===== config.mk =====
export PLATFORM = sky130hd
export DESIGN_NAME = shift_receiver_flat
export DESIGN_NICKNAME = d
export VERILOG_FILES = /design/src/rtl/shift_link_pkg.sv /design/src/rtl/shift_receiver_if.sv /design/src/rtl/shift_in_reg.sv /design/src/rtl/shift_receiver.sv /design/src/flat_wrapper.sv
export SDC_FILE = /design/constraint.sdc
export NUM_CORES = 1
export LEC_CHECK = 0
export CAP_MARGIN = 20
export CORE_MARGIN = 1
export CORE_UTILIZATION = 49
export DETAILED_ROUTE_END_ITERATION = 8
export PLACE_DENSITY = 0.78
export SYNTH_ARGS = -nofsm -noshare
export SYNTH_HDL_FRONTEND = slang
export SYNTH_SLANG_ARGS = --single-unit

===== constraint.sdc =====
create_clock -name clk -period 1.62 [get_ports clk]
set_input_delay 0.486 -clock clk [delete_from_list [all_inputs] [get_ports clk]]
set_output_delay 0.486 -clock clk [all_outputs]
set_load 0.005 [all_outputs]

===== src/rtl/shift_link_pkg.sv =====
// Definitions shared by both ends of the parallel-load right-shift serial link.
// Holds the receiver state encoding and the link-wide word width.
package shift_link_pkg;

  typedef enum logic {
    IDLE = 1'b0,
    RECV = 1'b1
  } rx_state_e;

  localparam int unsigned SHIFT_LINK_WIDTH = 8;

  // Bit 0 of a word travels first on the wire.
  localparam bit SHIFT_LINK_LSB_FIRST = 1'b1;

endpackage


===== src/rtl/shift_receiver_if.sv =====
// Serial input and valid/ready word output of the shift link receiver.
// The master drives the bits and consumes words; the slave is the receiver.
interface shift_receiver_if #(
  parameter int unsigned WIDTH = shift_link_pkg::SHIFT_LINK_WIDTH
);

  logic             start;
  logic             sin;
  logic             sin_valid;
  logic             out_ready;
  logic             clr_overrun;
  logic [WIDTH-1:0] data_out;
  logic             data_valid;
  logic             busy;
  logic             overrun;

  modport master (
    output start, sin, sin_valid, out_ready, clr_overrun,
    input  data_out, data_valid, busy, overrun
  );

  modport slave (
    input  start, sin, sin_valid, out_ready, clr_overrun,
    output data_out, data_valid, busy, overrun
  );

endinterface


===== src/rtl/shift_in_reg.sv =====
// WIDTH-bit right shift register with MSB entry, synchronous clear and shift enable.
// Clear combined with shift loads the incoming bit as the first bit of a new word.
module shift_in_reg #(
  parameter int unsigned WIDTH = 8
) (
  input  logic             clk,
  input  logic             rst_n,
  input  logic             clr_i,
  input  logic             shift_en_i,
  input  logic             sin_i,
  output logic [WIDTH-1:0] q_o
);

  logic [WIDTH-1:0] q_q;
  logic [WIDTH-1:0] q_d;

  always_comb begin
    q_d = q_q;
    if (clr_i) begin
      q_d = '0;
      if (shift_en_i) q_d[WIDTH-1] = sin_i;
    end else if (shift_en_i) begin
      q_d = {sin_i, q_q[WIDTH-1:1]};
    end
  end

  always_ff @(posedge clk or negedge rst_n) begin
    if (!rst_n) q_q <= '0;
    else        q_q <= q_d;
  end

  assign q_o = q_q;

endmodule


===== src/rtl/shift_receiver.sv =====
// Serial-to-parallel receiver: assembles WIDTH LSB-first bits into a word held in an
// output register with valid/ready handshake; words with no free slot set sticky overrun.
module shift_receiver
  import shift_link_pkg::*;
#(
  parameter int unsigned WIDTH = SHIFT_LINK_WIDTH
) (
  input logic              clk,
  input logic              reset_n,
  shift_receiver_if.slave  bus
);

  localparam int unsigned CNT_W = $clog2(WIDTH) + 1;

  rx_state_e        state_q, state_d;
  logic [CNT_W-1:0] cnt_q, cnt_d;
  logic [WIDTH-1:0] dout_q, dout_d;
  logic             dvalid_q, dvalid_d;
  logic             ovr_q, ovr_d;

  logic [WIDTH-1:0] shreg;
  logic             accept;
  logic             complete;
  logic             slot_free;
  logic [WIDTH-1:0] word;

  // A bit is taken either inside a frame or together with the start that opens one.
  assign accept    = bus.sin_valid && (bus.start || (state_q == RECV));
  assign complete  = (state_q == RECV) && !bus.start && bus.sin_valid &&
                     (cnt_q == CNT_W'(WIDTH - 1));
  assign slot_free = !dvalid_q || bus.out_ready;
  assign word      = {bus.sin, shreg[WIDTH-1:1]};

  shift_in_reg #(
    .WIDTH (WIDTH)
  ) u_shift (
    .clk        (clk),
    .rst_n      (reset_n),
    .clr_i      (bus.start),
    .shift_en_i (accept),
    .sin_i      (bus.sin),
    .q_o        (shreg)
  );

  always_comb begin
    state_d = state_q;
    cnt_d   = cnt_q;
    unique case (state_q)
      IDLE: begin
        if (bus.start) begin
          state_d = RECV;
          cnt_d   = CNT_W'(bus.sin_valid);
        end
      end
      RECV: begin
        if (bus.start) begin
          cnt_d = CNT_W'(bus.sin_valid);
        end else if (complete) begin
          state_d = IDLE;
          cnt_d   = '0;
        end else if (bus.sin_valid) begin
          cnt_d = cnt_q + CNT_W'(1);
        end
      end
      default: begin
        state_d = IDLE;
        cnt_d   = '0;
      end
    endcase
  end

  always_comb begin
    dout_d   = dout_q;
    dvalid_d = dvalid_q;
    ovr_d    = ovr_q && !bus.clr_overrun;
    if (complete && slot_free) begin
      dout_d   = word;
      dvalid_d = 1'b1;
    end else begin
      if (complete) ovr_d = 1'b1;
      if (dvalid_q && bus.out_ready) dvalid_d = 1'b0;
    end
  end

  always_ff @(posedge clk or negedge reset_n) begin
    if (!reset_n) begin
      state_q  <= IDLE;
      cnt_q    <= '0;
      dout_q   <= '0;
      dvalid_q <= 1'b0;
      ovr_q    <= 1'b0;
    end else begin
      state_q  <= state_d;
      cnt_q    <= cnt_d;
      dout_q   <= dout_d;
      dvalid_q <= dvalid_d;
      ovr_q    <= ovr_d;
    end
  end

  assign bus.data_out   = dout_q;
  assign bus.data_valid = dvalid_q;
  assign bus.busy       = (state_q == RECV);
  assign bus.overrun    = ovr_q;

endmodule

===== src/flat_wrapper.sv =====
// flat-port wrapper written by rule: the top's interface ports become plain ports
module shift_receiver_flat import shift_link_pkg::*;
#(
  parameter int unsigned WIDTH = SHIFT_LINK_WIDTH
)
  (clk, reset_n, bus_start, bus_sin, bus_sin_valid, bus_out_ready, bus_clr_overrun, bus_data_out, bus_data_valid, bus_busy, bus_overrun);
  shift_receiver_if #(.WIDTH(WIDTH)) bus_i ();
  input logic clk;
  input logic reset_n;
  input wire logic [$bits(bus_i.start)-1:0] bus_start;
  input wire logic [$bits(bus_i.sin)-1:0] bus_sin;
  input wire logic [$bits(bus_i.sin_valid)-1:0] bus_sin_valid;
  input wire logic [$bits(bus_i.out_ready)-1:0] bus_out_ready;
  input wire logic [$bits(bus_i.clr_overrun)-1:0] bus_clr_overrun;
  output wire logic [$bits(bus_i.data_out)-1:0] bus_data_out;
  output wire logic [$bits(bus_i.data_valid)-1:0] bus_data_valid;
  output wire logic [$bits(bus_i.busy)-1:0] bus_busy;
  output wire logic [$bits(bus_i.overrun)-1:0] bus_overrun;
  assign bus_i.start = bus_start;
  assign bus_i.sin = bus_sin;
  assign bus_i.sin_valid = bus_sin_valid;
  assign bus_i.out_ready = bus_out_ready;
  assign bus_i.clr_overrun = bus_clr_overrun;
  assign bus_data_out = bus_i.data_out;
  assign bus_data_valid = bus_i.data_valid;
  assign bus_busy = bus_i.busy;
  assign bus_overrun = bus_i.overrun;
  shift_receiver #(.WIDTH(WIDTH)) u_core (.clk(clk), .reset_n(reset_n), .bus(bus_i));
endmodule

# Word-level counts from Yosys, hierarchy flattened
# Index checks and enable logic that the tools add are counted.
# totals
output_inout_bits	11
regBits	23
input_bits	7
elab_cells	42
# classes
addsub	1
bitwise_logic	1
n_reduce_logical	15
mux	16
eq_ne	3
# op_table
operator	n
4-bit 2-to-1 mux	4
8-bit 2-to-1 mux	2
1-bit 2-to-1 mux	8
4-bit case mux with 2 select lines	1
1-bit logical AND	7
4-bit by 1-bit adder with 4-bit output (second input constant)	1
4-bit by 3-bit == test with 1-bit output (second input constant)	1
4-bit inequality test (second input constant)	1
2-bit nonzero test	2
1-bit zero test	3
1-bit logical OR	2
2-bit inequality test (second input constant)	1
1-bit case mux with 2 select lines	1
2-bit AND reduction	1
1-bit inverter	1

# Depth between registers and ports, before layout
# logic_depth
word_depth	7
mapped_depth	5
mapped_depth_nobuf	4

# By module
# From an unflattened synthesis, not the netlist that was laid out.
# hier_totals
hier_cells	77
hier_area_um2	980.9
# by_module_without_submodules
mod	cells_per_inst	instances	seq_area_each_um2	area_each_um2
shift_receiver	50	1	375.4	649.4
shift_in_reg	27	1	200.2	331.6

# Worst setup path before layout
# No wires, ideal clock.
# synth_path
path_type	flip-flop to flip-flop
startpoint	register u_core.cnt_q[0]
endpoint	register u_core.dout_q[0] (netlist: u_core.bus.data_out[0])
stages_incl_launch_ff	5
path_slack_ns	0.197
synth_period_minus_slack_ns	1.423
arrival_time_ns	1.298
n_path_buf	0
t_required_ns	1.495
setup_ns	0.125
path_cell_list	dfrtp_1 -> ha_1 -> and4bb_2 -> nand3_4 -> mux2_4
# synth_via
elab_chain_len	3
# synth_lines
element	line	text
from (decl)	shift_receiver.sv:16	logic [CNT_W-1:0] cnt_q, cnt_d;
from (signal assigned)	shift_receiver.sv:94	cnt_q <= cnt_d;
4-bit by 3-bit == test with 1-bit output	shift_receiver.sv:30	(cnt_q == CNT_W'(WIDTH - 1));
1-bit logical AND	shift_receiver.sv:29	assign complete = (state_q == RECV) && !bus.start && bus.sin_valid &&
1-bit logical AND	shift_receiver.sv:76	if (complete && slot_free) begin
to (signal assigned)	shift_receiver.sv:95	dout_q <= dout_d;
to (decl)	shift_receiver.sv:17	logic [WIDTH-1:0] dout_q, dout_d;
# Every way passes these cells.
# A chain may end at the register's enable or synchronous reset.

# Worst setup path in the final report
# layout_path
startpoint	input bus_start
endpoint	register u_core.dout_q[7] (netlist: u_core.bus.data_out[7])
# layout_via
elab_chain_len	5
# layout_lines
element	line	text
from (decl)	flat_wrapper.sv:10	input wire logic [$bits(bus_i.start)-1:0] bus_start;
1-bit zero test	shift_receiver.sv:29	
1-bit logical AND (3 in a row)	shift_receiver.sv:29	
1-bit logical AND	shift_receiver.sv:76	
# Every way passes these cells.

==> results.toml <==
[place]
dpl.cell_count = 126
post-place-ws_ns = -0.279
gp_congestion = 0.716
placement.cell_area_um2 = 1190
hpwl_um = 1240
buffer_ports.inserted = 17

[setup_path]
crit_chain = "clkdlybuf4s50_1 -> and4bb_2 -> nand3_4 -> mux2_4"
regToRegStartpoint = "u_core.cnt_q[1]"
slowest_delay_ns = 0.42
crit_path_end_kind = "register"
top_family_by_delay_on_critical_path = "simple AND/OR/NAND/NOR gates"
path_depth = 4
cpMaxStageDelayCell = "clkdlybuf4s50_1"
timing.critical_path.arrival_ns = 1.77
worst_ep_required_ns = 1.81
worstReg2RegEnd = "u_core.bus.data_out[7]"
crit_fanout = 8
timing.reg2reg.setup_slack_ns = 0.10
timing.setup.critical_path_class = "in2reg"
r2r.worst_path.cells = 4
crit_buf_inv = 1
startpoint_type = "input pin"

[timing]
finalCritPeriodShare_pct = 97.1
timing.final.crit_period_ns = 1.57
final_critical_path_setup_slack_ns = 0.0471
final_hold_viol_count = 0
rsz0062_at_grt = "no"
totalNegativeSetupSlack_ns = 0
setup_viol_count_final = 0
fin_skew_ns = 0.00390
maxSlewViolCount = 0
max_freq_mhz = 636
worst-slew-pin-transition_ns = 0.273
timing.max_slew.rel_slack_pct = 81.8

[synth]
synth-warning-count = 0
syn_area_um2 = 948
syn_nets = 87
yosys_register_bits = 22
yosysUniqueCellTypes = 24
synthesis.area_per_instance_um2 = 12.0
post_synth_inst_count = 79
yosysSeqAreaShare_pct = 58.0

[clock_tree]
tritoncts_num_sinks = 22
max-clock-path-buffers = 2
cts_tree = "built"
clk_latency_ns = 0.30
cts_root_buffer = "clkbuf_4"
cts_max_level = 1
path_clk_slew_ns = 0.12
tritoncts.num_buffers = 3

[finish]
layout.cells.non_filler = 136
final_core_utilization_pct = 71.1
seq_area_um2 = 551
fill_cells = 153
flow.area_growth_from_synthesis_pct = 32.3
area_of_the_multi_input_gates_um2 = 368
n_antenna_cell = 0
nets = 120
post_route_cells_drive_above_1_share_pct = 26.1
postLayoutCellArea_um2 = 1250

[global_route]
grt.overflow.total = 0
groute.usage.overall_pct = 19.5
antenna_found_initial = 0
grt_pass1_wl_um = 2890
via_count_of_the_first_global_routing_pass = 670
grt_start_max_net_pins = 23

[power_and_ir_drop]
vdd_drop_max_mv = 0.633
powerDensity_nw_per_um2 = 752
static_leakage_nw = 0.649

[flow_run]
cap_violations = 0

[routing]
drc = 0
dr.first_iter.drc_count = 21
number_of_vias_after_detailed_routing = 703
route.final.wire_length_um = 1700
firstDrtPassIters = 4
drt.antenna.violating_nets = 0
route.detailed.vias_per_inst = 5.17
routed_wire_length_per_instance_um = 12.5

[hold_path]
min_path_type = "in2async"

[status]
run_status = "completed"

[die]
pin_count = 18
die_height_um = 46.0
placeableCoreArea_um2 = 1760
die_area_um2 = 2120
floorplan.initialDensity_pct = 53.8
floorplan.rows = 15
die_x_um = 46.0
[kinds of logic (layout without fill, tap and decap cells)]
kind of cell    count (synthesis)  count (layout)  synth area share [%]
xor+xnor                        1               1                 0.924
flops                          22              22                  58.0
simple gates                   27              27                  14.5
mux                             8               8                  12.7
compound gates                 15              15                  9.37
fa+ha+maj                       1               1                  1.32
buf+inv                         5              37                  3.17
[cell type report]
class	instances	share of cell area (%)
Clock buffer	4	2.89
Inverter	2	0.598
Multi-Input combinational cell	52	29.3
Sequential cell	22	43.9
Tap cell	25	2.49
Timing Repair Buffer	31	20.8
[power by group]
group	internal (mW)	total, mW	switching (mW)
Clock	0.137	0.293	0.156
Sequential	0.560	0.568	0.00834
Combinational	0.0401	0.0819	0.0418
[stage by stage]
stage               hold slack (ns)  power (mW)
finish                        0.514       0.943
global route                  0.518       0.986
CTS                           0.517       0.951
detailed placement            0.493       0.658
global placement              0.483       0.653
floorplan                     0.190       0.611
[synthesized netlist by cell type, drive strengths merged]
cell,instances,share of area [%]
nor2,1,0.40
o21a,1,0.79
clkbuf,1,0.40
nand2b,1,0.66
o22ai,1,0.66
a21oi,9,4.7
a21o,1,0.79
nand2,19,7.8
or4,1,0.79
o21ai,1,0.53
inv,2,0.79
nand3,3,2.9
a32o,1,1.1
xor2,1,0.92
buf,2,2.0
dfrtp,22,58
ha,1,1.3
and2,1,0.66
and4bb,1,1.3
o211ai,1,0.79
mux2,8,13
[repair_timing]
| item | 4_1_cts | 5_1_grt |
|---|---|---|
| hold buffers | 0 | 0 |
| gates resized for setup | 11 | 0 |
| endpoints found under the setup margin | 11 | 8 |
| setup buffers | 5 | 1 |
| endpoints found under the hold margin | 0 | 0 |
[flip-flops by register name, indices dropped and copies added, names as in the netlist]
name	count
u_core.bus.data_out	8
u_core.u_shift.q_o	7
u_core.cnt_q	4
u_core.bus.busy	1
u_core.bus.data_valid	1
u_core.bus.overrun	1
[metal layers]
layer	part of all wire, %	wire length [µm]	vias to the layer above	track usage (%)
met3	3.9	67	4	2.38
met2	52	894	17	33.2
met5	0	0	-	0
met4	1.4	24	0	8.82
li1	-	-	336	-
met1	42	718	346	24.4
[cells in the final DEF, fill, tap and decap left out, drive strengths merged, types with 2 or more instances in the layout]
master | synthesis | routed
a21oi | 9 | 9
dfrtp | 22 | 22
nand3 | 3 | 3
clkbuf | 1 | 4
clkdlybuf4s50 | 0 | 6
nand2 | 19 | 19
dlygate4sd2 | 0 | 11
buf | 2 | 14
mux2 | 8 | 8
inv | 2 | 2
[worst max-delay path by stage]
stage	from	to
6_report	bus_start	u_core.bus.data_out[7]
5_1_grt	u_core.cnt_q[1]	u_core.bus.data_out[2]
4_1_cts	bus_start	u_core.bus.data_out[7]
3_5_place_dp	bus_start	u_core.bus.data_out[2]
3_3_place_gp	bus_start	u_core.bus.data_out[7]
2_1_floorplan	u_core.cnt_q[0]	u_core.bus.data_out[0]
Power figures use the tool's default switching activity.
